[src/rtl/mips_muldiv_unit_if.sv]
// rtl/mips_muldiv_unit_if.sv - EX-stage request / HI-LO result bundle for the mul/div unit
interface mips_muldiv_unit_if #(
  parameter int WIDTH = 32
);
  logic             start;
  logic [1:0]       op;
  logic [WIDTH-1:0] src_a;
  logic [WIDTH-1:0] src_b;
  logic             mthi;
  logic             mtlo;
  logic [WIDTH-1:0] wdata;
  logic             busy;
  logic             done;
  logic [WIDTH-1:0] hi;
  logic [WIDTH-1:0] lo;
  logic             div_by_zero;

  modport master (
    output start, op, src_a, src_b, mthi, mtlo, wdata,
    input  busy, done, hi, lo, div_by_zero
  );

  modport slave (
    input  start, op, src_a, src_b, mthi, mtlo, wdata,
    output busy, done, hi, lo, div_by_zero
  );
endinterface

[src/rtl/mips_muldiv_unit.sv]
// rtl/mips_muldiv_unit.sv - iterative MULT/MULTU/DIV/DIVU engine owning HI/LO
// One shift-add or restoring-subtract step per cycle, signs applied in a final FIX cycle.
module mips_muldiv_unit #(
  parameter int WIDTH = 32
) (
  input logic                clk_20,
  input logic                rst_n,
  mips_muldiv_unit_if.slave  bus
);
  localparam int CW = $clog2(WIDTH);

  typedef enum logic [1:0] {IDLE, CALC, FIX} state_t;

  state_t             state;
  logic [CW-1:0]      cnt;
  logic               is_div;
  logic               neg_res;
  logic               neg_rem;
  logic               b_zero;
  logic [WIDTH-1:0]   mag_a;
  logic [WIDTH-1:0]   mag_b;
  logic [WIDTH-1:0]   a_raw;
  logic [2*WIDTH-1:0] acc;
  logic [WIDTH-1:0]   rem;
  logic [WIDTH-1:0]   quo;

  logic               busy_r;
  logic               done_r;
  logic [WIDTH-1:0]   hi_r;
  logic [WIDTH-1:0]   lo_r;
  logic               dbz_r;

  // Operand conditioning at accept: signed ops work on magnitudes.
  logic               in_signed;
  logic               a_neg;
  logic               b_neg;
  logic [WIDTH-1:0]   in_mag_a;
  logic [WIDTH-1:0]   in_mag_b;

  assign in_signed = ~bus.op[0];
  assign a_neg     = in_signed & bus.src_a[WIDTH-1];
  assign b_neg     = in_signed & bus.src_b[WIDTH-1];
  assign in_mag_a  = a_neg ? -bus.src_a : bus.src_a;
  assign in_mag_b  = b_neg ? -bus.src_b : bus.src_b;

  // Multiply step: add multiplicand into the upper half when the current LSB is set, then shift right.
  logic [WIDTH:0]     mul_sum;
  logic [2*WIDTH-1:0] mul_next;

  assign mul_sum  = {1'b0, acc[2*WIDTH-1:WIDTH]} + (acc[0] ? {1'b0, mag_a} : {(WIDTH+1){1'b0}});
  assign mul_next = {mul_sum, acc[WIDTH-1:1]};

  // Divide step: shift next dividend bit into the WIDTH+1-bit partial remainder, subtract if it fits.
  logic [WIDTH:0]     div_shift;
  logic               div_ge;
  logic [WIDTH-1:0]   div_rem_next;
  logic [WIDTH-1:0]   quo_next;

  assign div_shift    = {rem, quo[WIDTH-1]};
  assign div_ge       = div_shift >= {1'b0, mag_b};
  assign div_rem_next = div_ge ? WIDTH'(div_shift - {1'b0, mag_b}) : div_shift[WIDTH-1:0];
  assign quo_next     = {quo[WIDTH-2:0], div_ge};

  logic [2*WIDTH-1:0] prod_fix;
  logic [WIDTH-1:0]   quo_fix;
  logic [WIDTH-1:0]   rem_fix;

  assign prod_fix = neg_res ? -acc : acc;
  assign quo_fix  = neg_res ? -quo : quo;
  assign rem_fix  = neg_rem ? -rem : rem;

  always_ff @(posedge clk_20 or negedge rst_n) begin
    if (!rst_n) begin
      state   <= IDLE;
      cnt     <= '0;
      is_div  <= 1'b0;
      neg_res <= 1'b0;
      neg_rem <= 1'b0;
      b_zero  <= 1'b0;
      mag_a   <= '0;
      mag_b   <= '0;
      a_raw   <= '0;
      acc     <= '0;
      rem     <= '0;
      quo     <= '0;
      busy_r  <= 1'b0;
      done_r  <= 1'b0;
      hi_r    <= '0;
      lo_r    <= '0;
      dbz_r   <= 1'b0;
    end else begin
      done_r <= 1'b0;
      case (state)
        IDLE: begin
          if (bus.mthi) hi_r <= bus.wdata;
          if (bus.mtlo) lo_r <= bus.wdata;
          if (bus.start) begin
            state   <= CALC;
            cnt     <= '0;
            busy_r  <= 1'b1;
            dbz_r   <= 1'b0;
            is_div  <= bus.op[1];
            neg_res <= a_neg ^ b_neg;
            neg_rem <= a_neg;
            b_zero  <= (bus.src_b == '0);
            a_raw   <= bus.src_a;
            mag_a   <= in_mag_a;
            mag_b   <= in_mag_b;
            acc     <= {{WIDTH{1'b0}}, in_mag_b};
            rem     <= '0;
            quo     <= in_mag_a;
          end
        end
        CALC: begin
          if (is_div) begin
            rem <= div_rem_next;
            quo <= quo_next;
          end else begin
            acc <= mul_next;
          end
          cnt <= cnt + 1'b1;
          if (cnt == CW'(WIDTH - 1)) state <= FIX;
        end
        FIX: begin
          state  <= IDLE;
          busy_r <= 1'b0;
          done_r <= 1'b1;
          if (is_div) begin
            if (b_zero) begin
              hi_r  <= a_raw;
              lo_r  <= '1;
              dbz_r <= 1'b1;
            end else begin
              hi_r <= rem_fix;
              lo_r <= quo_fix;
            end
          end else begin
            {hi_r, lo_r} <= prod_fix;
          end
        end
        default: state <= IDLE;
      endcase
    end
  end

  assign bus.busy        = busy_r;
  assign bus.done        = done_r;
  assign bus.hi          = hi_r;
  assign bus.lo          = lo_r;
  assign bus.div_by_zero = dbz_r;
endmodule

[src/flat_wrapper.sv]
// flat-port wrapper written by rule: the top's interface ports become plain ports
module mips_muldiv_unit_flat 
#(
  parameter int WIDTH = 32
)
  (clk_20, rst_n, bus_start, bus_op, bus_src_a, bus_src_b, bus_mthi, bus_mtlo, bus_wdata, bus_busy, bus_done, bus_hi, bus_lo, bus_div_by_zero);
  mips_muldiv_unit_if #(.WIDTH(WIDTH)) bus_i ();
  input logic clk_20;
  input logic rst_n;
  input wire logic [$bits(bus_i.start)-1:0] bus_start;
  input wire logic [$bits(bus_i.op)-1:0] bus_op;
  input wire logic [$bits(bus_i.src_a)-1:0] bus_src_a;
  input wire logic [$bits(bus_i.src_b)-1:0] bus_src_b;
  input wire logic [$bits(bus_i.mthi)-1:0] bus_mthi;
  input wire logic [$bits(bus_i.mtlo)-1:0] bus_mtlo;
  input wire logic [$bits(bus_i.wdata)-1:0] bus_wdata;
  output wire logic [$bits(bus_i.busy)-1:0] bus_busy;
  output wire logic [$bits(bus_i.done)-1:0] bus_done;
  output wire logic [$bits(bus_i.hi)-1:0] bus_hi;
  output wire logic [$bits(bus_i.lo)-1:0] bus_lo;
  output wire logic [$bits(bus_i.div_by_zero)-1:0] bus_div_by_zero;
  assign bus_i.start = bus_start;
  assign bus_i.op = bus_op;
  assign bus_i.src_a = bus_src_a;
  assign bus_i.src_b = bus_src_b;
  assign bus_i.mthi = bus_mthi;
  assign bus_i.mtlo = bus_mtlo;
  assign bus_i.wdata = bus_wdata;
  assign bus_busy = bus_i.busy;
  assign bus_done = bus_i.done;
  assign bus_hi = bus_i.hi;
  assign bus_lo = bus_i.lo;
  assign bus_div_by_zero = bus_i.div_by_zero;
  mips_muldiv_unit #(.WIDTH(WIDTH)) u_core (.clk_20(clk_20), .rst_n(rst_n), .bus(bus_i));
endmodule
[config.mk]
export PLATFORM = sky130hd
export DESIGN_NAME = mips_muldiv_unit_flat
export DESIGN_NICKNAME = d
export VERILOG_FILES = /design/src/rtl/mips_muldiv_unit_if.sv /design/src/rtl/mips_muldiv_unit.sv /design/src/flat_wrapper.sv
export SDC_FILE = /design/constraint.sdc
export NUM_CORES = 1
export LEC_CHECK = 0
export BUFFER_PORTS_ARGS = -buffer_cell sky130_fd_sc_hd__clkbuf_2
export CORE_MARGIN = 1.5
export CORE_UTILIZATION = 35
export DETAILED_ROUTE_END_ITERATION = 6
export PLACE_DENSITY_LB_ADDON = 0.25
export SLEW_MARGIN = 25
export SYNTH_ARGS = -nofsm -noshare
export SYNTH_HDL_FRONTEND = slang
export SYNTH_SLANG_ARGS = --single-unit
export TNS_END_PERCENT = 1
[constraint.sdc]
create_clock -name clk_20 -period 4 [get_ports clk_20]
set_clock_uncertainty 0.1 [all_clocks]
set_input_delay 0.8 -clock clk_20 [delete_from_list [all_inputs] [get_ports clk_20]]
set_output_delay 0.8 -clock clk_20 [all_outputs]
set_load 0.05 [all_outputs]
==> summary.txt <==
Run status
  • Run status: finished with violations
  • Violations in the final reports: DRC

Cells and area
  • Area of the multi-input gates: 0.0122 mm^2
  • Final cell area excluding filler cells: 0.0241 mm^2
  • Total Nets Final: 2,873
  • Share of final-layout standard cells stronger than drive strength 1: 14.1%
  • Area overhead of the layout relative to synthesis: 17.1%
  • Finished Layout Cells: 3,491
  • Storage element area: 0.00753 mm^2
  • Filler Cell Count: 5,853

Worst setup path
  • Stage delay of the slowest cell on the critical path: 0.49 ns
  • Worst endpoint data arrival time: 4.18 ns
  • CP cell instances: inv_1 -> ha_1 -> or3b_1 -> nor4b_1 -> buf_4 -> nand3_2 -> or4_4 -> or3_4 -> nor3_2 -> mux2_1 -> a21oi_1 -> a21oi_2
  • Category of the critical setup timing path: reg -> reg
  • Element type at the critical path start: flop
  • Crit path buffers/inverters: 2
  • Data required time of the worst path: 4.35 ns
  • Setup slack on the worst flop-to-flop path: 0.17 ns
  • Kind of capture point of the worst setup path: flop
  • CP max FO: 5
  • Kind of cell with the highest combined delay on the critical path: simple AND/OR/NAND/NOR gates
  • Cell with the largest stage delay on the worst path: dfrtp_1
  • Worst flop-to-flop path startpoint: u_core.acc[0]
  • Worst reg2reg path depth: 12
  • Reg2Reg Capture Point: u_core.bus.hi[22]

STA
  • Max-Slew Margin vs Limit: 37.5%
  • Max-slew violation total from the final report: 0
  • Fin worst setup slack: 0.170 ns
  • Final sum of negative setup slack: 0 ns
  • Max Clock Freq: 261 MHz
  • Unrepaired setup endpoints after global routing: false
  • Final count of hold timing violations: 0
  • Count of final setup violators: 0
  • Part of the cycle the worst path needs: 95.7%
  • Clock period minus worst slack: 3.83 ns
  • Transition time of the tightest slew-check pin: 0.925 ns

Synth
  • Number of standard cells after synthesis: 2,532
  • Post-synthesis sequential element count: 301
  • Proportion of register bits with asynchronous set or reset after synthesis: 100%
  • Area contributors post-synth: dfrtp_1, nand2_1, o21ai_0
  • Primary flip-flop cell chosen by synthesis mapping: dfrtp_1
  • Post-synthesis cell type count: 81
  • Compound-cell area share of the yosys netlist: 24.5%
  • Simple-gate portion of the synthesized area: 19.2%
  • Top-area cell type share of the netlist area: 36.7%
  • Post-synthesis sequential area ratio: 36.7%
  • Average cell area after synthesis: 8.11 um^2
  • Area share of fa/ha/maj cells after synthesis: 4.52%
  • Area share of xor/xnor cells in the synthesized design: 9.60%
  • Number of enable flip-flop cells after synthesis: 0
  • Portion of netlist area occupied by mux cells: 1.28%
  • Largest area contributor in the netlist: dfrtp_1
  • Post-synthesis instance area: 0.0205 mm^2
  • Post-Synthesis Net Count: 2,708
  • Warning count from the yosys run: 0
  • Main combinational cell family by area after synthesis: compound AO/OA/AOI/OAI gates

Drt
  • Routed vias/inst: 5.84
  • Routed length per instance: 24.7 um
  • Iteration-0 DRC Markers: 1,954
  • Via count: 20.4k
  • DRC violations left: 3
  • Routed WL: 86,400 um
  • Remaining antenna violation count: 0
  • Total iterations of the first detailed-routing run: 7

Clocking
  • Clock H-tree levels: 2
  • Clock tree sinks: 301
  • Clock transition time at the flip-flop clock pins of the worst setup and hold paths: 0.06 ns
  • Number of CTS-inserted buffers: 37
  • Clock tree from TritonCTS: done
  • Root Buffer: clkbuf_16
  • # resized after CTS: 0
  • Setup fix buffers added after clock tree synthesis: 0
  • Hold-fix buffers, CTS: 0
  • Clk buf depth: 3
  • Worst-Skew Late Latency: 0.57 ns

Global routing
  • Met2 routing resource usage after global routing: 43.8%
  • Vias in the first global route: 19.5k
  • Met3 track utilization from global routing: 4.70%
  • Wire length of the first global-routing pass: 128,000 um
  • GR Util All Layers: 28.4%
  • Most congested layer reported by global routing: met2
  • Initial antenna violation count: 3
  • Grt total ovfl: 0
  • Pin count of the biggest net entering global routing: 102
  • Met1 Usage GRT: 39.3%

Place
  • Weighted congestion at the end of routability-driven global placement: 0.996
  • Post-DP HPWL: 67,800 um
  • Number of placed cells counting well taps: 3,423
  • # port buffers: 169
  • Placed standard-cell area: 0.0227 mm^2
  • Pre-CTS WS: 0.111 ns

Hold path
  • Class of the most critical hold timing path: in -> async

Die
  • Vertical extent of the die: 245 um
  • Core box area: 0.0578 mm^2
  • Standard-cell row count: 88
  • Effective utilization at floorplan: 35.5%
  • Die area: 0.0601 mm^2
  • I/O Pins: 170
  • Chip Width: 245 um

Power
  • Cell Pwr Density: 1020 mW/mm^2
  • Leak: 10.7 nW
  • Total design power: 24.4 mW
  • Highest ir drop seen on vdd: 0.661 mV

Job
  • Max capacitance violation total: 0
-- layout make-up --
| class | count | share of cell area (%) |
|---|---|---|
| inverter | 72 | 1.12 |
| sequential | 301 | 31.3 |
| timing repair buffer | 279 | 7.22 |
| multi-input combinational | 2006 | 50.7 |
| tap | 765 | 3.98 |
| clock buffer | 52 | 4.76 |
| antenna | 1 | 0.0104 |
| clock inverter | 15 | 0.869 |
-- cells in the final DEF, fill, tap and decap left out, types with 26 or more instances in the layout --
cell | Yosys | routed
and2_1 | 40 | 39
xor2_1 | 119 | 119
o31ai_1 | 47 | 47
o22ai_1 | 30 | 30
clkbuf_2 | 0 | 168
o21ai_0 | 300 | 300
xnor2_1 | 106 | 106
nor3_1 | 54 | 54
a221oi_1 | 33 | 33
inv_1 | 72 | 72
nand2_1 | 432 | 431
ha_1 | 71 | 71
buf_4 | 2 | 105
a21oi_1 | 186 | 186
nor2_1 | 164 | 160
clkbuf_16 | 0 | 39
a21o_1 | 45 | 45
or3_1 | 26 | 26
dfrtp_1 | 301 | 300
-- state kept, by name, indices dropped and copies added, names as in the netlist --
signal and cells:
u_core.rem 32, u_core.quo 32, u_core.state 2, u_core.mag_b 32, u_core.a_raw 32, u_core.bus.busy 1, u_core.bus.hi 32, u_core.mag_a 31
u_core.bus.div_by_zero 1, u_core.neg_res 1, u_core.bus.lo 32, u_core.cnt 5, u_core.is_div 1, u_core.neg_rem 1, u_core.b_zero 1, u_core.bus.done 1
u_core.acc 64
-- metrics by stage --
| stage | utilization (%) | hold WS [ns] |
|---|---|---|
| after floorplan | - | 0.337 |
| after global placement | 39.2 | 0.358 |
| after detailed placement | 39.2 | 0.364 |
| after CTS | 41.6 | 0.227 |
| after global routing | 41.6 | 0.264 |
| final | 41.6 | 0.211 |
-- worst max path at each step --
| stage | startpoint | endpoint | slack (ns) | depth (start not counted) |
|---|---|---|---|---|
| 2_1_floorplan | u_core.acc[0] | u_core.bus.hi[22] | 0.48 | 11 |
| 3_3_place_gp | u_core.acc[0] | u_core.acc[60] | 0.21 | 12 |
| 3_5_place_dp | u_core.acc[0] | u_core.acc[60] | 0.11 | 12 |
| 4_1_cts | u_core.acc[0] | u_core.acc[60] | 0.09 | 12 |
| 5_1_grt | u_core.acc[0] | u_core.bus.hi[22] | 0.06 | 12 |
| 6_report | u_core.acc[0] | u_core.bus.hi[22] | 0.17 | 12 |
-- synth_stat cells, types with 10 or more instances --
library cell,instances
inv_1,72
ha_1,71
a21o_1,45
o41ai_1,20
and2_1,40
nor3_1,54
o22ai_1,30
xor2_1,119
a31oi_1,20
and3_1,14
nor4_1,20
clkbuf_1,129
dfrtp_1,301
nand4_1,12
a211oi_1,16
a21oi_1,186
nand3_1,24
nor2b_1,10
a221oi_1,33
o31ai_1,47
o21a_1,11
buf_1,19
xnor2_1,106
or3_1,26
nor2_1,164
mux2i_1,24
nand2b_1,22
o211ai_1,14
nand2_1,432
or4_1,22
o21ai_0,300
-- worst register-to-register path, delay by kind of cell (launching register included) --
kind | cells | cell delay (ns)
fa+ha+maj | 1 | 0.18
compound gates | 2 | 0.26
flops | 1 | 0.49
buf+inv | 2 | 0.36
simple gates | 6 | 1.99
mux | 1 | 0.33
-- metal layers --
metal  wire length (um)  part of all wire [%]
met2              37900                    44
met3               6930                   8.0
met4               3690                   4.3
met5                 27                 0.031
met1              37900                    44
-- power by group --
part           internal [mW]  leakage, nW  total [mW]  switching (mW)
Clock                   2.32        0.671        3.75            1.43
Sequential              4.47         3.73        6.17            1.70
Combinational           5.13         6.28        14.5            9.36
Total                   11.9         10.7        24.4            12.5
-- kinds of logic after synthesis --
logic type                 Yosys count
DFF                                301
AOI/OAI and AO/OA                  812
muxes                               26
buffers and inverters              225
xor gates and xnor gates           225
adders and majority gates           73
and+or+nand+nor                    870
(Power assumes the default switching activity.)
